### src/rtl/inst_feeder_pkg.sv
// Shared types, constants and field helpers for the minimips instruction feeder.
// INST_FEEDER_HAZARD_EN adds the BUBBLE state used for RAW-hazard stalls.
package inst_feeder_pkg;

    typedef logic [31:0] word_t;
    typedef logic [31:0] inst_t;
    typedef logic [4:0]  reg_t;

    localparam logic [5:0] OP_ADDI = 6'h08;

    localparam reg_t REG_ZERO = 5'd0;
    localparam reg_t REG_T0   = 5'd8;
    localparam reg_t REG_T1   = 5'd9;
    localparam reg_t REG_T2   = 5'd10;
    localparam reg_t REG_T3   = 5'd11;
    localparam reg_t REG_T4   = 5'd12;
    localparam reg_t REG_T7   = 5'd15;

    localparam inst_t NOP_INST = 32'h0;

    // Wide enough for BUBBLES up to 7.
    localparam int unsigned BUB_W = 3;

`ifdef INST_FEEDER_HAZARD_EN
    typedef enum logic [1:0] {StIdle, StIssue, StBubble} feed_state_e;
`else
    typedef enum logic [1:0] {StIdle, StIssue} feed_state_e;
`endif

    function automatic reg_t inst_rs(inst_t inst);
        return inst[25:21];
    endfunction

    function automatic reg_t inst_rt(inst_t inst);
        return inst[20:16];
    endfunction

endpackage

### src/rtl/inst_feeder_if.sv
// Host-side and core-side signals of the instruction feeder, bundled for port use.
// master = host/core environment, slave = the feeder itself.
interface inst_feeder_if
    import inst_feeder_pkg::*;
#(
    parameter int unsigned CNT_W = 16
) ();

    logic             host_valid;
    inst_t            host_inst;
    logic             host_ready;
    logic             run;
    logic             flush;
    logic             en;
    inst_t            outer_inst;
    logic [CNT_W-1:0] issued_cnt;
    logic             empty;
    logic             full;

    modport master (
        output host_valid, host_inst, run, flush,
        input  host_ready, en, outer_inst, issued_cnt, empty, full
    );

    modport slave (
        input  host_valid, host_inst, run, flush,
        output host_ready, en, outer_inst, issued_cnt, empty, full
    );

endinterface

### src/rtl/inst_feeder_fifo.sv
// Synchronous instruction FIFO with extra pointer MSB to tell full from empty.
// The head entry is presented combinationally so the feeder can inspect it before popping.
module inst_fifo
    import inst_feeder_pkg::*;
#(
    parameter int unsigned DEPTH = 8
) (
    input  logic  clk,
    input  logic  rst,
    input  logic  push,
    input  logic  pop,
    input  logic  flush,
    input  inst_t wdata,
    output inst_t head,
    output logic  full,
    output logic  empty
);

    localparam int unsigned AW = $clog2(DEPTH);
    localparam logic [AW:0] PTR_ONE = 1;

    logic [AW:0] wr_ptr_q, wr_ptr_d;
    logic [AW:0] rd_ptr_q, rd_ptr_d;
    inst_t       mem_q [DEPTH];

    always_comb begin
        wr_ptr_d = wr_ptr_q;
        rd_ptr_d = rd_ptr_q;
        if (flush) begin
            wr_ptr_d = '0;
            rd_ptr_d = '0;
        end else begin
            if (push) wr_ptr_d = wr_ptr_q + PTR_ONE;
            if (pop)  rd_ptr_d = rd_ptr_q + PTR_ONE;
        end
    end

    always_ff @(posedge clk or posedge rst) begin
        if (rst) begin
            wr_ptr_q <= '0;
            rd_ptr_q <= '0;
        end else begin
            wr_ptr_q <= wr_ptr_d;
            rd_ptr_q <= rd_ptr_d;
        end
    end

    // Storage needs no reset: pointers alone define validity.
    always_ff @(posedge clk) begin
        if (push && !flush) mem_q[wr_ptr_q[AW-1:0]] <= wdata;
    end

    assign head  = mem_q[rd_ptr_q[AW-1:0]];
    assign empty = (wr_ptr_q == rd_ptr_q);
    assign full  = (wr_ptr_q[AW] != rd_ptr_q[AW]) &&
                   (wr_ptr_q[AW-1:0] == rd_ptr_q[AW-1:0]);

endmodule

### src/rtl/inst_feeder.sv
// Instruction source for the minimips core: host-loaded FIFO feeding registered en/outer_inst.
// Define INST_FEEDER_HAZARD_EN to stall with NOP bubbles when head.rs matches the last rt.
module inst_feeder
    import inst_feeder_pkg::*;
#(
    parameter int unsigned DEPTH   = 8,
    parameter int unsigned BUBBLES = 2,
    parameter int unsigned CNT_W   = 16
) (
    input  logic          cpu_clk_50M,
    input  logic          cpu_rst,
    inst_feeder_if.slave  bus
);

    if (DEPTH < 2 || (DEPTH & (DEPTH - 1)) != 0) begin : g_bad_depth
        $error("inst_feeder: DEPTH must be a power of two >= 2");
    end
    if (BUBBLES < 1 || BUBBLES > 7) begin : g_bad_bubbles
        $error("inst_feeder: BUBBLES must be in 1..7");
    end

    localparam logic [CNT_W-1:0] CNT_ONE = 1;

    feed_state_e      state_q, state_d;
    logic             en_q, en_d;
    inst_t            inst_q, inst_d;
    logic [CNT_W-1:0] cnt_q, cnt_d;

    logic  push, pop;
    logic  fifo_full, fifo_empty;
    inst_t head;

    // Push sees only the pre-edge full flag; flush drops a coincident push.
    assign push = bus.host_valid & ~fifo_full & ~bus.flush;

    inst_fifo #(
        .DEPTH (DEPTH)
    ) u_fifo (
        .clk   (cpu_clk_50M),
        .rst   (cpu_rst),
        .push  (push),
        .pop   (pop),
        .flush (bus.flush),
        .wdata (bus.host_inst),
        .head  (head),
        .full  (fifo_full),
        .empty (fifo_empty)
    );

`ifdef INST_FEEDER_HAZARD_EN
    localparam logic [BUB_W-1:0] BUB_ONE  = 1;
    localparam logic [BUB_W-1:0] BUB_LOAD = BUB_W'(BUBBLES);

    logic [BUB_W-1:0] bub_q, bub_d;
    reg_t             last_rt_q, last_rt_d;
    logic             hazard;

    assign hazard = (inst_rs(head) == last_rt_q) && (last_rt_q != REG_ZERO);
`endif

    always_comb begin
        state_d = state_q;
        en_d    = 1'b0;
        inst_d  = NOP_INST;
        cnt_d   = cnt_q;
        pop     = 1'b0;
`ifdef INST_FEEDER_HAZARD_EN
        bub_d     = bub_q;
        last_rt_d = last_rt_q;
`endif
        if (bus.flush) begin
            state_d = StIdle;
`ifdef INST_FEEDER_HAZARD_EN
            bub_d     = '0;
            last_rt_d = REG_ZERO;
`endif
        end else begin
            unique case (state_q)
                StIdle: begin
                    if (bus.run) state_d = StIssue;
                end
                StIssue: begin
                    if (!bus.run) begin
                        state_d = StIdle;
                    end else if (!fifo_empty) begin
`ifdef INST_FEEDER_HAZARD_EN
                        if (hazard) begin
                            state_d = StBubble;
                            bub_d   = BUB_LOAD;
                        end else begin
                            pop       = 1'b1;
                            en_d      = 1'b1;
                            inst_d    = head;
                            cnt_d     = cnt_q + CNT_ONE;
                            last_rt_d = inst_rt(head);
                        end
`else
                        pop    = 1'b1;
                        en_d   = 1'b1;
                        inst_d = head;
                        cnt_d  = cnt_q + CNT_ONE;
`endif
                    end
                end
`ifdef INST_FEEDER_HAZARD_EN
                StBubble: begin
                    if (!bus.run) begin
                        state_d = StIdle;
                        bub_d   = '0;
                    end else begin
                        en_d  = 1'b1;
                        bub_d = bub_q - BUB_ONE;
                        if (bub_q == BUB_ONE) state_d = StIssue;
                    end
                end
`endif
                default: state_d = StIdle;
            endcase
        end
    end

    always_ff @(posedge cpu_clk_50M or posedge cpu_rst) begin
        if (cpu_rst) begin
            state_q   <= StIdle;
            en_q      <= 1'b0;
            inst_q    <= NOP_INST;
            cnt_q     <= '0;
`ifdef INST_FEEDER_HAZARD_EN
            bub_q     <= '0;
            last_rt_q <= REG_ZERO;
`endif
        end else begin
            state_q   <= state_d;
            en_q      <= en_d;
            inst_q    <= inst_d;
            cnt_q     <= cnt_d;
`ifdef INST_FEEDER_HAZARD_EN
            bub_q     <= bub_d;
            last_rt_q <= last_rt_d;
`endif
        end
    end

    assign bus.en         = en_q;
    assign bus.outer_inst = inst_q;
    assign bus.issued_cnt = cnt_q;
    assign bus.empty      = fifo_empty;
    assign bus.full       = fifo_full;
    assign bus.host_ready = ~fifo_full;

endmodule

### src/flat_wrapper.sv
// flat-port wrapper written by rule: the top's interface ports become plain ports
module inst_feeder_flat import inst_feeder_pkg::*;
#(
    parameter int unsigned DEPTH   = 8,
    parameter int unsigned BUBBLES = 2,
    parameter int unsigned CNT_W   = 16
)
  (cpu_clk_50M, cpu_rst, bus_host_valid, bus_host_inst, bus_run, bus_flush, bus_host_ready, bus_en, bus_outer_inst, bus_issued_cnt, bus_empty, bus_full);
  inst_feeder_if #(.CNT_W(CNT_W)) bus_i ();
  input  logic cpu_clk_50M;
  input  logic cpu_rst;
  input wire logic [$bits(bus_i.host_valid)-1:0] bus_host_valid;
  input wire logic [$bits(bus_i.host_inst)-1:0] bus_host_inst;
  input wire logic [$bits(bus_i.run)-1:0] bus_run;
  input wire logic [$bits(bus_i.flush)-1:0] bus_flush;
  output wire logic [$bits(bus_i.host_ready)-1:0] bus_host_ready;
  output wire logic [$bits(bus_i.en)-1:0] bus_en;
  output wire logic [$bits(bus_i.outer_inst)-1:0] bus_outer_inst;
  output wire logic [$bits(bus_i.issued_cnt)-1:0] bus_issued_cnt;
  output wire logic [$bits(bus_i.empty)-1:0] bus_empty;
  output wire logic [$bits(bus_i.full)-1:0] bus_full;
  assign bus_i.host_valid = bus_host_valid;
  assign bus_i.host_inst = bus_host_inst;
  assign bus_i.run = bus_run;
  assign bus_i.flush = bus_flush;
  assign bus_host_ready = bus_i.host_ready;
  assign bus_en = bus_i.en;
  assign bus_outer_inst = bus_i.outer_inst;
  assign bus_issued_cnt = bus_i.issued_cnt;
  assign bus_empty = bus_i.empty;
  assign bus_full = bus_i.full;
  inst_feeder #(.DEPTH(DEPTH), .BUBBLES(BUBBLES), .CNT_W(CNT_W)) u_core (.cpu_clk_50M(cpu_clk_50M), .cpu_rst(cpu_rst), .bus(bus_i));
endmodule
### config.mk
export PLATFORM = sky130hd
export DESIGN_NAME = inst_feeder_flat
export DESIGN_NICKNAME = d
export VERILOG_FILES = /design/src/rtl/inst_feeder_pkg.sv /design/src/rtl/inst_feeder_if.sv /design/src/rtl/inst_feeder_fifo.sv /design/src/rtl/inst_feeder.sv /design/src/flat_wrapper.sv
export SDC_FILE = /design/constraint.sdc
export NUM_CORES = 1
export LEC_CHECK = 0
export ABC_AREA = 1
export BUFFER_PORTS_ARGS = -buffer_cell sky130_fd_sc_hd__buf_2
export CORE_MARGIN = 3
export CORE_UTILIZATION = 60
export DETAILED_ROUTE_END_ITERATION = 6
export PLACE_DENSITY_LB_ADDON = 0.1
export SYNTH_ARGS = -nofsm -noshare
export SYNTH_HDL_FRONTEND = slang
export SYNTH_SLANG_ARGS = --single-unit
### constraint.sdc
create_clock -name cpu_clk_50M -period 4 [get_ports cpu_clk_50M]
set_input_delay 0.2 -clock cpu_clk_50M [delete_from_list [all_inputs] [get_ports cpu_clk_50M]]
set_output_delay 0.2 -clock cpu_clk_50M [all_outputs]
set_load 0.01 [all_outputs]
After elaboration in Yosys (flattened, before gate mapping)

Memories as Yosys holds them, arrays and structs flattened.
Index checks and enable logic that the tools add are counted.
Widths: inputs -> output; s select.

Reductions and logical operators: 8
Bitwise gates (word level): 5
Mux-type cells: 18
Equality and inequality tests: 6
$add $sub $neg: 3

Operators by type and width:

| cell                  | count |
|---|---|
| $mux 32               | 4 |
| $add 16x1->16 const B | 1 |
| $mux 4                | 4 |
| $add 4x1->4 const B   | 2 |
| $mux 1                | 6 |
| $mux 2                | 3 |
| $ne 3x3->1 const B    | 2 |
| $eq 4x4->1            | 1 |
| $pmux 2 s2            | 1 |
| $reduce_and 4->1      | 1 |
| $reduce_bool 2->1     | 2 |
| $eq 3x3->1            | 1 |
| $not 1->1             | 3 |
| $and 1x1->1           | 2 |
| $eq 2x1->1 const B    | 1 |
| $logic_and 1x1->1     | 2 |
| $logic_not 2->1       | 1 |
| $reduce_and 2->1      | 1 |
| $logic_not 1->1       | 1 |
| $ne 1x1->1            | 1 |

Bits of input ports: 37
Memory bits (writable): 256
Flip-flop bits (word level): 59
Output and inout port bits: 52
Logic and storage cells: 47
Memories kept: 1

Memories:

| name                | depth | width | rd ports | clocked after memory_dff | wr ports | RTL line               | RTL |
|---|---|---|---|---|---|---|---|
| u_core.u_fifo.mem_q | 8     | 32    | 1        | 0                        | 1        | inst_feeder_fifo.sv:24 | `inst_t mem_q [DEPTH];` |

Depth between registers and ports, before layout

Gate-level depths: netlist of run 1.

Word-level depth: 8
Depth in mapped cells: 12
Gate-level depth less buffers: 9

By module

A second synthesis of run 1 with hierarchy kept.

Cells, all modules: 1394
Area total of the unflattened synthesis: 13685.6 µm²

By module, submodules not included:

| module      | area an instance (µm²) | instances | seq. area each (µm²) | cells an instance |
|---|---|---|---|---|
| inst_fifo   | 11667.4                | 1         | 7887.6               | 1176 |
| inst_feeder | 2018.2                 | 1         | 1251.2               | 218 |

Worst setup path before layout of run 1

Ideal clock, no wire load.

Path kind: flip-flop to flip-flop
Start: reg u_core.u_fifo.rd_ptr_q[0]
End: mem u_core.u_fifo.mem_q[2][0] (netlist bit), enable pin
Arrival time: 2537 ps
Path slack: 1042 ps
Clock period less this slack: 2958 ps
Library setup time: 421 ps
Buffers on the path: 2
Stages on the path, launching flop included: 10
Required time: 3579 ps
Cell sequence: dfrtp_1 buf_6 inv_4 buf_6 nand2_1 nand2_1 nor2_4 nand3_2 nand4_1 nor2_1

Word-level cells in the longest chain between the ends: 8

RTL lines:

| item                         | RTL line               | RTL |
|---|---|---|
| start, declared              | inst_feeder_fifo.sv:23 | `logic [AW:0] rd_ptr_q, rd_ptr_d;` |
| start signal, assigned       | inst_feeder_fifo.sv:44 | `rd_ptr_q <= rd_ptr_d;` |
| $eq 3x3->1                   | inst_feeder_fifo.sv:56 | `(wr_ptr_q[AW-1:0] == rd_ptr_q[AW-1:0]);` |
| $logic_and 1x1->1            | inst_feeder_fifo.sv:55 | `assign full = (wr_ptr_q[AW] != rd_ptr_q[AW]) &&` |
| $not 1->1                    | -                      |  |
| via bus_host_ready           | flat_wrapper.sv:16     | `output wire logic [$bits(bus_i.host_ready)-1:0] bus_host_ready;` |
| $and 1x1->1 (2 in a row)     | inst_feeder.sv:34      | `assign push = bus.host_valid & ~fifo_full & ~bus.flush;` |
| $logic_and 1x1->1            | inst_feeder_fifo.sv:50 | `if (push && !flush) mem_q[wr_ptr_q[AW-1:0]] <= wdata;` |
| $mux 1                       | inst_feeder_fifo.sv:50 |  |
| $mux 1 (implied by the code) | inst_feeder_fifo.sv:50 |  |
| end, declared                | inst_feeder_fifo.sv:24 |  |

The timed path passes the listed nets, and every way through them passes these cells.

Worst setup path in the final report of run 1

Start: reg u_core.u_fifo.wr_ptr_q[2]
End: mem u_core.u_fifo.mem_q[1][26] (netlist bit), enable pin

Word-level cells in the longest chain between the ends: 8

RTL lines:

| item                         | RTL line               | RTL |
|---|---|---|
| start, declared              | inst_feeder_fifo.sv:22 | `logic [AW:0] wr_ptr_q, wr_ptr_d;` |
| start signal, assigned       | inst_feeder_fifo.sv:43 | `wr_ptr_q <= wr_ptr_d;` |
| $eq 3x3->1                   | inst_feeder_fifo.sv:56 |  |
| $logic_and 1x1->1            | inst_feeder_fifo.sv:55 |  |
| $not 1->1                    | inst_feeder.sv:34      |  |
| $and 1x1->1 (2 in a row)     | inst_feeder.sv:34      |  |
| $logic_and 1x1->1            | inst_feeder_fifo.sv:50 |  |
| $mux 1                       | inst_feeder_fifo.sv:50 |  |
| $mux 1 (implied by the code) | inst_feeder_fifo.sv:50 |  |

Several ways; a longest one is shown, not always the timed one.

==> results.md, run 1 <==
- Area Overhead vs Synth: 17.3%
- Antenna violations before repair: 1
- Max Clock Skew: 11.9 ps
- Max Cap Violations: 0
- Post-Layout Cell Count: 1501
- Synth unique cells: 25
- CP peak stage delay: 620 ps
- FMAX: 0.363 GHz
- Dpl hpwl: 14.0 mm
- Setup TNS Final: 0 ps
- Leakage: 5.79 nW
- Clock transition at path regs: 60 ps
- Max clock buf depth: 3
- CTS Root Buffer Type: clkbuf_16
- Slowest stage cell on the critical path: nor2_4
- Setup repair after global routing missed its margin: no
- Worst path cell trace: inv_1, nand2_1, nand2_1, inv_1, nand3_2, nand3_1, nor2_4, buf_4
- Routed wire length per instance: 17.7 um
- Final #Nets: 1246
- Chip height: 151 um
- Mapped Cells: 1095
- Filler cell count in the final layout: 1390
- Gpl congestion: 0.831
- Worst relative slew slack: 19.6%
- VDD IR max: 0.421 mV
- Top post-synthesis cells by area: edfxtp_1, dfrtp_1, nor2_1
- Drt via density: 5.48
- Reg2reg path depth: 8
- Clk sinks: 314
- DRC errors left: 0
- CTS tree: yes
- I/O Buffers: 88
- Global-route wire length before repair: 42.2 mm
- Layout cells sized above 1: 14.0%
- Final WL: 26.5 mm
- Biggest area consumer among synthesized cells: edfxtp_1
- TritonCTS Buffers: 31
- Remaining global-route overflow: 0
- Crit share post-route: 68.8%
- Boundary Pins: 89
- Core Box Area: 20400 um^2
- Setup-failing EPs final: 0
- Number of global-route vias before repair: 7983
- Worst Tran Pin Value: 1210 ps
- Count of final max-slew check failures: 0
- Post-CTS Setup Bufs: 0
- Rows: 52
- Syn nets: 1135
- Worst hold stages: 4
- Ys Warns: 0
- Starting density of the core: 61.5%
- CP arrival: 2980 ps
- Hold Crit Class: input pin to flop
- Kind of critical path: flop to flop
- Required time of the worst setup path: 4230 ps
- Worst-skew pair later-pin latency: 550 ps
- Largest net degree at the start of global routing: 130
- PostCTS Resize Cnt: 0
- Final hold vios: 0
- H-tree lvl count: 1
- Die area: 22700 um^2
- Worst Path Max Fanout: 17
- # diodes: 0
- Sequential area share after synthesis: 72.7%
- CP Launch Type: flop
- Crit path time final: 2750 ps
- Detail Route Antenna Nets: 0
- Die width: 151 um
- Number of synthesized register bits: 314
- Post-synthesis instance area: 12600 um^2
- GRT Total Usage: 23.8%
- Top cell type's share of synthesized area: 61.2%
- DR iter-0 viols: 910
- PD cells: 484 nW/um^2
- Placed Cells: 1408
- Avg Cell Area, Syn: 11.5 um^2
- First-pass DRT Iterations: 5
- Crit end category: flop
- Status: completed
- Via count: 8231
-- worst max-delay path, delay by kind of cell, from the launching register on --
kind | cells | cell delay (ps)
AND/OR/NAND/NOR | 5 | 1310
buffers and inverters | 3 | 590
flip-flops | 1 | 480
-- cells in the final DEF (no fill, tap or decap) --
master / n
edfxtp_1: 256
nor2_1: 242
nand2_1: 194
o21ai_0: 154
buf_2: 88
dfrtp_1: 57
dlygate4sd3_1: 35
a21oi_1: 32
clkbuf_16: 31
inv_1: 23
nand3_1: 19
buf_4: 15
nand4_1: 12
o21ai_1: 12
nor2_4: 9
bufinv_16: 9
xor2_1: 7
clkinv_2: 6
clkinv_1: 6
xnor2_1: 5
inv_2: 4
ha_1: 3
inv_6: 2
clkbuf_1: 2
clkbuf_8: 2
inv_4: 1
nand2_4: 1
nand3_4: 1
nand3_2: 1
buf_12: 1
dfrtp_4: 1
-- area by class of cell --
| cell class | instances | area [um^2] | share of cell area [%] |
|---|---|---|---|
| Sequential cell | 314 | 9140 | 62.0 |
| Multi-Input combinational cell | 692 | 3080 | 20.9 |
| Timing Repair Buffer | 139 | 923 | 6.26 |
| Clock buffer | 35 | 811 | 5.50 |
| Clock inverter | 23 | 340 | 2.31 |
| Tap cell | 270 | 338 | 2.29 |
| Inverter | 28 | 108 | 0.730 |
-- final timing paths --
path	start	to	slack, ps
setup reg to reg	u_core.u_fifo.wr_ptr_q[2]	u_core.u_fifo.mem_q[1][26]	1250
hold / removal	bus_flush	u_core.state_q[0]	190
setup / recovery	u_core.u_fifo.wr_ptr_q[2]	u_core.u_fifo.mem_q[1][26]	1250
max in group asynchronous	cpu_rst	u_core.bus.outer_inst[21]	2780
hold reg to reg	u_core.bus.issued_cnt[12]	u_core.bus.issued_cnt[12]	540
min in group asynchronous	cpu_rst	u_core.bus.outer_inst[4]	370
-- through the flow --
| step | instance area (um^2) | power [mW] | setup WS (ps) | hold WS [ps] | util, % |
|---|---|---|---|---|---|
| after floorplan | 12600 | 3.84 | 1040 | 299 | - |
| after global placement | 13200 | 3.94 | 1360 | 412 | 64.8 |
| after detailed placement | 13200 | 3.95 | 1260 | 423 | 64.8 |
| after CTS | 14700 | 7.19 | 1250 | 161 | 72.2 |
| after global routing | 14700 | 7.35 | 1070 | 237 | 72.2 |
| final | 14700 | 7.14 | 1250 | 191 | 72.2 |
-- cells by family (layout without fill, tap and decap cells) --
group                    Yosys count  in the layout  synth area share (%)
buffers and inverters             89            225                  3.24
flip-flops                       314            314                  72.7
AO/OA/AOI/OAI                    198            198                  7.89
XOR/XNOR                          12             12                 0.836
AND/OR/NAND/NOR                  479            479                  15.0
adder cells (fa/ha/maj)            3              3                 0.299
-- timing repair --
action | in CTS | in global routing
hold endpoints to repair | 298 | 0
hold buffers | 35 | 0
endpoints found under the setup margin | 0 | 0
-- synthesized netlist by cell type --
cell type,count
xnor2_1,5
nand4_1,12
nor2_1,250
inv_2,3
nand2_1,194
clkbuf_1,27
nand2_4,1
dfrtp_1,58
buf_1,1
nand3_4,1
nand3_1,19
inv_4,1
inv_1,24
o21ai_0,154
xor2_1,7
nor2_4,1
edfxtp_1,256
o21ai_1,12
a21oi_1,32
nand3_2,1
buf_6,3
clkbuf_2,1
buf_4,4
buf_2,25
ha_1,3
-- per-layer routing --
metal | vias up | wire length, um | global-route usage (%) | share of wire [%]
li1 | 3982 | - | - | -
met1 | 3954 | 11300 | 33.2 | 43
met2 | 248 | 13300 | 39.8 | 50
met3 | 45 | 1400 | 3.55 | 5.3
met4 | 2 | 518 | 6.39 | 2.0
met5 | - | 13 | 0 | 0.049
-- power by group --
part / leakage [nW] / total (mW) / switching, mW / internal (mW)
logic: 2.11 / 0.294 / 0.196 / 0.0981
registers: 3.11 / 3.61 / 0.0252 / 3.59
clock network: 0.568 / 3.23 / 1.20 / 2.03
-- sequential cells by signal, summed over array words and instances, names as in the netlist --
register	count
u_core.bus.issued_cnt	16
u_core.state_q	1
u_core.u_fifo.rd_ptr_q	4
u_core.bus.en	1
u_core.bus.outer_inst	32
u_core.u_fifo.mem_q	256
u_core.u_fifo.wr_ptr_q	4
Note: power is estimated with default switching activity, not from simulation.
==> run 2: changes to the inputs <==
CORE_UTILIZATION = 54   (was 60)
clock period = 2.4 ns   (was 4 ns; I/O delays follow)
==> run 2 against run 1 <==
- cell count grew 4.0%
- routed wire length grew 13%
- clock power grew 51%
- sequential power grew 67%
- combinational power grew 85%
- sequential share of layout area shrank 0.56 points
- power grew 60%
- hold slack gained 84 ps
- clock skew grew 3.5 ps
- fmax grew 29%
- setup slack lost 990 ps
- core utilization shrank 6.9 points
- critical endpoint is now u_core.u_fifo.mem_q[4][25]
- largest cell class unchanged
==> results.md, run 2 (synthesized netlist as in run 1, its figures left out) <==
- Status: completed
- Number of global-route vias before repair: 8152
- Clock transition at path regs: 60 ps
- # diodes: 0
- Leakage: 5.83 nW
- Hold Crit Class: input pin to asynchronous set/reset pin
- PostCTS Resize Cnt: 0
- Final hold vios: 0
- CP Launch Type: flop
- PD cells: 770 nW/um^2
- H-tree lvl count: 2
- VDD IR max: 0.656 mV
- Setup repair after global routing missed its margin: no
- Boundary Pins: 89
- Worst Tran Pin Value: 787 ps
- Placed Cells: 1464
- Remaining global-route overflow: 0
- Worst Path Max Fanout: 17
- Post-CTS Setup Bufs: 0
- Chip height: 159 um
- Kind of critical path: flop to flop
- TritonCTS Buffers: 34
- First-pass DRT Iterations: 5
- DRC errors left: 0
- Max clock buf depth: 3
- FMAX: 0.468 GHz
- I/O Buffers: 88
- Starting density of the core: 55.2%
- Clk sinks: 314
- Count of final max-slew check failures: 0
- Max reg flops: 256
- Max Clock Skew: 15.3 ps
- Count of hold-fix buffers inserted at cts: 36
- Most frequent cells in the layout: edfxtp_1, nor2_1, nand2_1, o21ai_0, buf_2
- Setup-failing EPs final: 0
- Antenna violations before repair: 0
- Die width: 159 um
- Max Cap Violations: 0
- Post-Layout Cell Count: 1561
- Via count: 8500
- CP arrival: 2320 ps
- Dpl hpwl: 18.0 mm
- Filler cell count in the final layout: 1772
- Worst-skew pair later-pin latency: 500 ps
- Crit path time final: 2140 ps
- Commonest non-fill, non-tap cell in the layout: edfxtp_1
- Gpl congestion: 0.831
- Crit end category: flop
- Setup TNS Final: 0 ps
- CTS tree: yes
- Area Overhead vs Synth: 18.4%
- Required time of the worst setup path: 2580 ps
- Die area: 25100 um^2
- Rows: 55
- Detail Route Antenna Nets: 0
- Final WL: 29.9 mm
- Final #Nets: 1263
- Drt via density: 5.45
- GRT Total Usage: 24.1%
- Layout cells sized above 1: 14.3%
- Largest net degree at the start of global routing: 130
- CTS Root Buffer Type: clkbuf_16
- DR iter-0 viols: 703
- Crit share post-route: 89.1%
- Worst relative slew slack: 47.5%
- Routed wire length per instance: 19.2 um
- Core Box Area: 22800 um^2
- Global-route wire length before repair: 46.1 mm
==> run 2: changes by cell type in the layout (fill, tap and decap cells not counted), sizes merged <==
| cell | change |
|---|---|
| bufinv | -8 |
| inv | -1 |
| buf | +13 |
| clkbuf | +15 |
| clkinv | -3 |
| dlygate4sd3 | +1 |
==> run 2: layout make-up <==
class                   count  area (um^2)  area share [%]
flip-flops and latches    314         9140            61.5
multi-input cells         692         3080            20.7
repair buffers            153         1110            7.43
clock buffers              50          972            6.53
well taps                 313          392            2.63
inverters                  28          108           0.723
clock inverters            11         76.3           0.513
==> run 2: power by group <==
part	internal, mW	switching (mW)
clock	2.91	1.98
sequential	5.98	0.0404
combinational	0.177	0.367
==> run 2: worst paths after layout <==
check / start / end / slack [ps] / depth (start not counted)
max: u_core.u_fifo.wr_ptr_q[0] / u_core.u_fifo.mem_q[4][25] / 260 / 9
min: cpu_rst / u_core.state_q[0] / 270 / 3
max reg2reg: u_core.u_fifo.wr_ptr_q[0] / u_core.u_fifo.mem_q[4][25] / 260 / 9
min reg2reg: u_core.bus.issued_cnt[15] / u_core.bus.issued_cnt[15] / 530 / 2
max in group asynchronous: cpu_rst / u_core.bus.outer_inst[9] / 1480 / 4
min in group cpu_clk_50M: bus_run / u_core.state_q[0] / 380 / 4
==> run 2: through the flow <==
step | utilization, % | power (mW) | worst slack, ps | hold slack (ps) | cell area, um^2
final | 65.3 | 11.5 | 262 | 274 | 14900
after global routing | 65.3 | 11.8 | 53.9 | 338 | 14900
after CTS | 65.3 | 11.6 | 261 | 298 | 14900
after detailed placement | 59.1 | 6.63 | 267 | 285 | 13500
after global placement | 59.1 | 6.62 | 287 | 269 | 13500
after floorplan | - | 6.39 | -114 | 219 | 12600
==> run 2: routing by layer <==
metal	vias up	part of all wire (%)	GRT usage [%]
li1	4003	-	-
met1	4165	46	38.1
met2	296	45	35.6
met3	36	7.5	4.27
met4	0	1.3	5.12
met5	-	0	0
==> run 2: worst max-delay path: stages, from the launching register on <==
cell and delay, ps:
dfrtp_1 460, inv_1 120, nand2_1 50, nand2_1 110, nor2_4 60, nand3_2 60
buf_4 150, nand4_1 310, nor2_4 190, buf_4 290
